$ cat src/rtl/if_fetch_unit_pkg.sv
// if_fetch_unit_pkg: shared widths, constants and the prefetch entry type
package if_fetch_unit_pkg;
  localparam int FETCH_FIFO_DEPTH = 2;
  localparam logic [31:0] ZERO_WORD = 32'h0000_0000;
  localparam logic [31:0] NOP_INST = 32'h0000_0000;
  typedef struct packed {
    logic [31:0] pc;
    logic [31:0] inst;
  } fetch_entry_t;
endpackage

$ cat src/rtl/if_fetch_unit_fetch_fifo.sv
// if_fetch_unit_fetch_fifo: sync FIFO of {pc,inst}, wrap-around pointers with extra MSB
module if_fetch_unit_fetch_fifo
  import if_fetch_unit_pkg::*;
#(
  parameter int DEPTH = FETCH_FIFO_DEPTH,
  localparam int AW = $clog2(DEPTH)
) (
  input  logic         clk,
  input  logic         rst,
  input  logic         clear,
  input  logic         push,
  input  logic         pop,
  input  fetch_entry_t din,
  output fetch_entry_t dout,
  output logic         full,
  output logic         empty,
  output logic [AW:0]  count
);
  fetch_entry_t mem [DEPTH];
  logic [AW:0] wp, rp;
  assign empty = wp == rp;
  assign full = (wp[AW] != rp[AW]) && (wp[AW-1:0] == rp[AW-1:0]);
  assign count = wp - rp;
  assign dout = mem[rp[AW-1:0]];
  // pointer update; clear wins over push/pop
  always_ff @(posedge clk) begin
    if (rst || clear) begin
      wp <= '0;
      rp <= '0;
    end else begin
      if (push && !full) wp <= wp + 1'b1;
      if (pop && !empty) rp <= rp + 1'b1;
    end
  end
  // storage write
  always_ff @(posedge clk) begin
    if (push && !full) mem[wp[AW-1:0]] <= din;
  end
endmodule

$ cat src/rtl/if_fetch_unit.sv
// if_fetch_unit: PC, imem request, prefetch bypass and IF/ID register
module if_fetch_unit
  import if_fetch_unit_pkg::*;
#(
  parameter logic [31:0] RESET_PC = 32'h0000_0000,
  parameter int FIFO_DEPTH = FETCH_FIFO_DEPTH
) (
  input  logic        clk,
  input  logic        rst,
  output logic        imem_req_o,
  output logic [31:0] imem_addr_o,
  input  logic        imem_ack_i,
  input  logic [31:0] imem_rdata_i,
  input  logic        stall_i,
  input  logic        flush_i,
  input  logic [31:0] flush_pc_i,
  output logic [31:0] id_pc_o,
  output logic [31:0] id_inst_o,
  output logic        id_valid_o
);
  localparam int CW = $clog2(FIFO_DEPTH) + 1;
  logic [31:0] fetch_pc;
  logic xfer, bypass, push, pop, full, empty;
  logic [CW-1:0] count;
  fetch_entry_t head;
  if_fetch_unit_fetch_fifo #(.DEPTH(FIFO_DEPTH)) u_fifo (
    .clk(clk),
    .rst(rst),
    .clear(flush_i),
    .push(push),
    .pop(pop),
    .din('{pc: fetch_pc, inst: imem_rdata_i}),
    .dout(head),
    .full(full),
    .empty(empty),
    .count(count)
  );
  assign imem_addr_o = fetch_pc;
  // request only while a slot is free; a word goes straight to IF/ID when nothing is queued ahead of it
  always_comb begin
    imem_req_o = !rst && !flush_i && (count < CW'(FIFO_DEPTH));
    xfer = imem_req_o && imem_ack_i;
    bypass = xfer && empty && !stall_i;
    push = xfer && !bypass && !full;
    pop = !flush_i && !stall_i && !empty;
  end
  // PC and IF/ID register: rst > flush > stall > normal
  always_ff @(posedge clk) begin
    if (rst) begin
      fetch_pc <= RESET_PC;
      id_pc_o <= ZERO_WORD;
      id_inst_o <= NOP_INST;
      id_valid_o <= 1'b0;
    end else if (flush_i) begin
      fetch_pc <= flush_pc_i;
      id_inst_o <= NOP_INST;
      id_valid_o <= 1'b0;
    end else begin
      if (xfer) fetch_pc <= fetch_pc + 32'd4;
      if (!stall_i) begin
        id_pc_o <= !empty ? head.pc : bypass ? fetch_pc : id_pc_o;
        id_inst_o <= !empty ? head.inst : bypass ? imem_rdata_i : NOP_INST;
        id_valid_o <= !empty || bypass;
      end
    end
  end
endmodule

$ cat config.mk
export PLATFORM = sky130hd
export DESIGN_NAME = if_fetch_unit
export DESIGN_NICKNAME = d
export VERILOG_FILES = /design/src/rtl/if_fetch_unit_pkg.sv /design/src/rtl/if_fetch_unit_fetch_fifo.sv /design/src/rtl/if_fetch_unit.sv
export SDC_FILE = /design/constraint.sdc
export NUM_CORES = 1
export LEC_CHECK = 0
export CORE_MARGIN = 3
export CORE_UTILIZATION = 51
export CTS_BUF_LIST = sky130_fd_sc_hd__clkbuf_16
export CTS_CLUSTER_SIZE = 24
export DETAILED_ROUTE_END_ITERATION = 8
export GPL_TIMING_DRIVEN = 1
export PLACE_DENSITY = 0.84
export SLEW_MARGIN = 20
export SYNTH_ARGS = -nofsm -noshare
export SYNTH_HDL_FRONTEND = slang
export SYNTH_SLANG_ARGS = --single-unit
$ cat constraint.sdc
create_clock -name clk -period 5.75 [get_ports clk]
set_input_delay 0.8625 -clock clk [delete_from_list [all_inputs] [get_ports clk]]
set_output_delay 0.8625 -clock clk [all_outputs]
set_load 0.03 [all_outputs]
Word-level counts from Yosys, hierarchy flattened
Memories as Yosys holds them, arrays and structs flattened. A register that Yosys moved wholly into a read port is not among the register bits.
Cells that the tools add are included.
- register bits after elaboration: 101
- bits in writable memories: 128
- input port bits: 69
- output and inout bits: 98
- logic and storage cells: 51
- memories: 1
- memory list (name ; words ; width ; read ports ; clocked after memory_dff ; wr ports ; line ; RTL):
    u_fifo.mem ; 2 ; 64 ; 1 ; 1 ; 1 ; if_fetch_unit_fetch_fifo.sv:19 ; fetch_entry_t mem [DEPTH];
- add/sub/neg operators: 4
- magnitude comparators: 1
- equal/unequal tests: 4
- mux-type cells: 10
- bitwise gates (word level): 2
- reductions and logical operators: 23
- operators with widths (kind ; number):
    $mux W32 ; 6
    $add A32 B3 Y32 const B ; 1
    $logic_and A1 B1 Y1 ; 12
    $logic_not A1 Y1 ; 6
    $add A2 B1 Y2 const B ; 2
    $mux W1 ; 4
    $reduce_and A3 Y1 ; 1
    $eq A2 B2 Y1 ; 1
    $logic_or A1 B1 Y1 ; 2
    $lt A2 B2 Y1 const B ; 1
    $ne A2 B2 Y1 const B ; 1
    $not A1 Y1 ; 2
    $reduce_bool A2 Y1 ; 1
    $reduce_or A2 Y1 ; 1
    $sub A2 B2 Y2 ; 1
    $eq A1 B1 Y1 ; 1
    $ne A1 B1 Y1 ; 1

Logic depth before layout (Yosys ltp)
- word-level depth: 12
- depth in mapped cells: 9

By module
From an unflattened synthesis, not the netlist that was laid out.
- cell total of the unflattened synthesis: 756
- area, all modules: 9564.2 µm²
- by module, submodules not included (module ; instances ; cells each ; area an instance (µm²) ; seq. area each (µm²)):
    if_fetch_unit_fetch_fifo ; 1 ; 238 ; 4958.5 ; 3943.8
    if_fetch_unit ; 1 ; 518 ; 4605.7 ; 1941.9

Worst setup path after synthesis
Ideal clock, no wire load.
- path kind: input to register
- from: input flush_i
- to: memory u_fifo.mem[1][0] (netlist bit) (enable)
- library setup time: 0.481 ns
- arrival: 4.060 ns
- setup slack: 1.208 ns
- cell stages on the path: 4
- path buffers: 1
- path through: nor2_1 > nand3_1 > buf_2 > a211oi_2
- longest elaborated chain between the ends: 12
- ends and longest elaborated chain (element ; line ; RTL):
    start: declaration ; if_fetch_unit.sv:15 ; input logic flush_i,
    $logic_not A1 Y1 (*) ; if_fetch_unit.sv:41 ; imem_req_o = !rst && !flush_i && (count < CW'(FIFO_DEPTH));
    $logic_and A1 B1 Y1 (*) (2 in a row) ; if_fetch_unit.sv:41 ;
    $logic_and A1 B1 Y1 (*) ; if_fetch_unit.sv:42 ; xfer = imem_req_o && imem_ack_i;
    $logic_and A1 B1 Y1 (2 in a row) ; if_fetch_unit.sv:43 ; bypass = xfer && empty && !stall_i;
    $logic_not A1 Y1 ; if_fetch_unit.sv:44 ; push = xfer && !bypass && !full;
    $logic_and A1 B1 Y1 (*) (2 in a row) ; if_fetch_unit.sv:44 ;
    $logic_and A1 B1 Y1 (*) ; if_fetch_unit_fetch_fifo.sv:37 ; if (push && !full) mem[wp[AW-1:0]] <= din;
    $mux W1 (*) ; if_fetch_unit_fetch_fifo.sv:37 ;
    $mux W1 (implied by the code) (*) ; if_fetch_unit_fetch_fifo.sv:37 ;
    end: declaration ; if_fetch_unit_fetch_fifo.sv:19 ;
Every way passes the cells marked *; elsewhere a longest branch is shown, timed or not.

Worst setup path in the final report
- from: input flush_i
- to: output imem_req_o
- longest elaborated chain between the ends: 3
- ends and longest elaborated chain (element ; line ; RTL):
    $logic_not A1 Y1 ; if_fetch_unit.sv:41 ;
    $logic_and A1 B1 Y1 (2 in a row) ; if_fetch_unit.sv:41 ;
    end: declaration ; if_fetch_unit.sv:10 ; output logic imem_req_o,
No other way between the ends.

==> results.toml <==
[global_route]
antenna_found_initial = 0
grt_max_degree = 100
grt_pass1_vias = 6677
overflow = 0
grt_first_pass_wirelength_um = 35800
grt_usage_pct = 21.7

[yosys]
yosysUniqueCellTypes = 54
syn-num-nets = 853
netlist_area_um2 = 9450
synthCells = 782
ys_top_cells_by_count = "128 x edfxtp_1, 102 x dfxtp_1, 82 x nand2_1, 45 x a21oi_1, 39 x nor3_1"
synthTopCellsByArea = "edfxtp_1 41%, dfxtp_1 22%, mux2_2 3.8%, mux2i_1 3.7%, nand2_1 3.3%"
yosys.area.top_type_share_pct = 40.7
ys_ff_latch = 230
ys_warn_count = 0
synth_top_area_cell = "edfxtp_1"
synth_ff_type = "edfxtp_1"
syn_area_per_cell_um2 = 12.1
synth-edff-count = 128
ys_async_sr_fraction_pct = 0
seq_area_frac_synth_pct = 62.3
synth_most_common_cell = "edfxtp_1"

[setup_path]
r2r-end = "id_pc_o[11]"
r2r_setup_slack_ns = 3.02
cp.arrival_ns = 2.65
reg2regPathDepth = 5
crit_fanout = 30
cp.required_ns = 4.89
cp-end-kind = "primary output"
crit_type = "input port to primary output"
rr_startpoint = "u_fifo.wp[1]"
cp-start-kind = "input port"

[sta]
fin_setup_tns_ns = 0
layout_min_cycle_time_ns = 3.52
fmax_mhz = 284
rsz0062_at_grt = "no"
setup_viol = 0
slew_violations = 0
tightest_slew_ns = 1.01
hold_viol = 0
min_period_over_period_pct = 61.2
finClkSkew_ns = 0.0246
slew_headroom_pct = 32.5

[layout]
fin_nets = 997
drive_gt1_share_pct = 10.2
antennaDiodeCount = 0
areaGrowthSynthToFinish_pct = 26.8
fill_cells = 1324

[placed_design]
io_buffers = 166
place.gp.congestion = 0.864
dp_hpwl_um = 13700

[detailed_routing]
drc = 0
wl_per_cell_um = 19.4
drt_iter0_markers = 478
wl_um = 22700
vias = 6894
detail-route-antenna-nets = 0
via_per_inst = 5.88
first_pass_iters = 5

[clock_tree]
hold_buffers = 0
path_clk_slew_ns = 0.06
cts_buffers = 24
postCtsSetupRepairBufs = 0
cts_root_buffer = "clkbuf_16"
htreeDepth = 1
cts_resized = 0
clk_latency_ns = 0.52
cts_tree = "built"
cts_buffer_depth = 3
clock_sinks = 230

[worst_hold_path]
hold_path_class = "flop to flop"
min_to = "id_pc_o[6]"
holdPathStages = 2
hp-start = "id_pc_o[6]"

[die]
floorplan.initialDensity_pct = 52.2
fp-row-count = 49
die_x_um = 142
die_area_um2 = 20200
boundaryPins = 167
core_region_area_um2 = 18100
die_h_um = 142

[run]
drv_cap = 0

[power_and_ir_drop]
power_density_nw_per_um2 = 294
leakage_nw = 3.89
ir_drop_v = 0.000231
total_power_mw = 3.53

[outcome]
status = "finished, final reports clean"
worst max-delay path by stage:
| stage | startpoint | end | slack, ns | cells past startpoint |
|---|---|---|---|---|
| 2_1_floorplan | flush_i | u_fifo.mem[1][0] | 1.21 | 4 |
| 3_3_place_gp | flush_i | u_fifo.mem[1][32] | 2.03 | 7 |
| 3_5_place_dp | flush_i | u_fifo.mem[1][32] | 1.90 | 7 |
| 4_1_cts | flush_i | imem_req_o | 2.22 | 5 |
| 5_1_grt | flush_i | imem_req_o | 2.16 | 5 |
| 6_report | flush_i | imem_req_o | 2.23 | 5 |
layer usage:
layer	vias up	share of wire, %	wire length, um	global-route usage [%]
li1	3207	-	-	-
met1	3348	44	9920	31.7
met2	310	46	10500	33.7
met3	29	8.3	1880	4.40
met4	0	1.6	357	5.10
met5	-	0	0	0
sequential cells by signal, summed over array words and instances, names as in the netlist, named ones only:
register     count
id_valid_o       1
imem_addr_o     32
u_fifo.mem     128
u_fifo.wp        2
id_pc_o         32
u_fifo.rp        2
id_inst_o       32
power breakdown:
group          internal, mW  leakage (nW)  switching [mW]
sequential             1.77          2.00          0.0435
clock                 0.806         0.385           0.624
combinational         0.126          1.51           0.157
total                  2.70          3.89           0.824
kinds of logic after synthesis:
group           count (synthesis)  share of synthesized area [%]
compound gates                158                           11.6
xor+xnor                       23                           2.29
fa+ha+maj                       2                          0.265
buf+inv                        63                           2.87
flops                         230                           62.3
mux                            68                           7.64
simple gates                  238                           13.0
worst max-delay path, stage by stage:
cell and delay (ns):
clkdlybuf4s50_1 0.39, buf_4 0.24, nor2_1 0.26, and2_1 0.21
clkdlybuf4s50_1 0.68
layout by cell type, fill, tap and decap left out, types with 3 or more instances in the layout:
cell	netlist	final
o22ai_1	9	9
clkbuf_16	0	24
xnor2_1	9	9
edfxtp_1	128	128
o211ai_1	33	33
a31oi_1	9	9
nand2_1	82	81
o21ai_0	8	8
nor2b_1	32	32
a221oi_1	32	32
and3_1	4	4
nand3_1	9	9
dfxtp_1	102	101
nor3_1	39	39
clkinv_1	0	4
and2_1	11	10
mux2_2	32	32
a211oi_1	7	7
buf_4	3	6
clkdlybuf4s50_1	0	164
nor2_1	30	30
clkinv_2	0	6
mux2i_1	35	35
nand4_1	12	12
nor4_4	3	3
inv_1	7	13
xor2_1	13	13
a21oi_1	45	45
layout make-up:
cell class	instances	area (um2)	area share [%]
Sequential cell	230	5890	49.1
Timing Repair Buffer	174	1730	14.4
Tap cell	229	287	2.39
Clock inverter	19	125	1.04
Clock buffer	24	601	5.01
Multi-Input combinational cell	489	3330	27.8
Inverter	7	26.3	0.219
metrics by stage:
step	cell area [um2]	std cells	hold WS, ns	utilization [%]	setup WS (ns)
finish	12000	1172	0.455	66.3	2.23
global route	12000	1172	0.481	66.3	2.16
CTS	12000	1171	0.457	66.2	2.22
detailed placement	11200	1128	0.449	62.1	1.90
global placement	11200	1128	0.443	62.1	2.03
floorplan	9450	782	0.527	-	1.21
(Power assumes the default switching activity.)
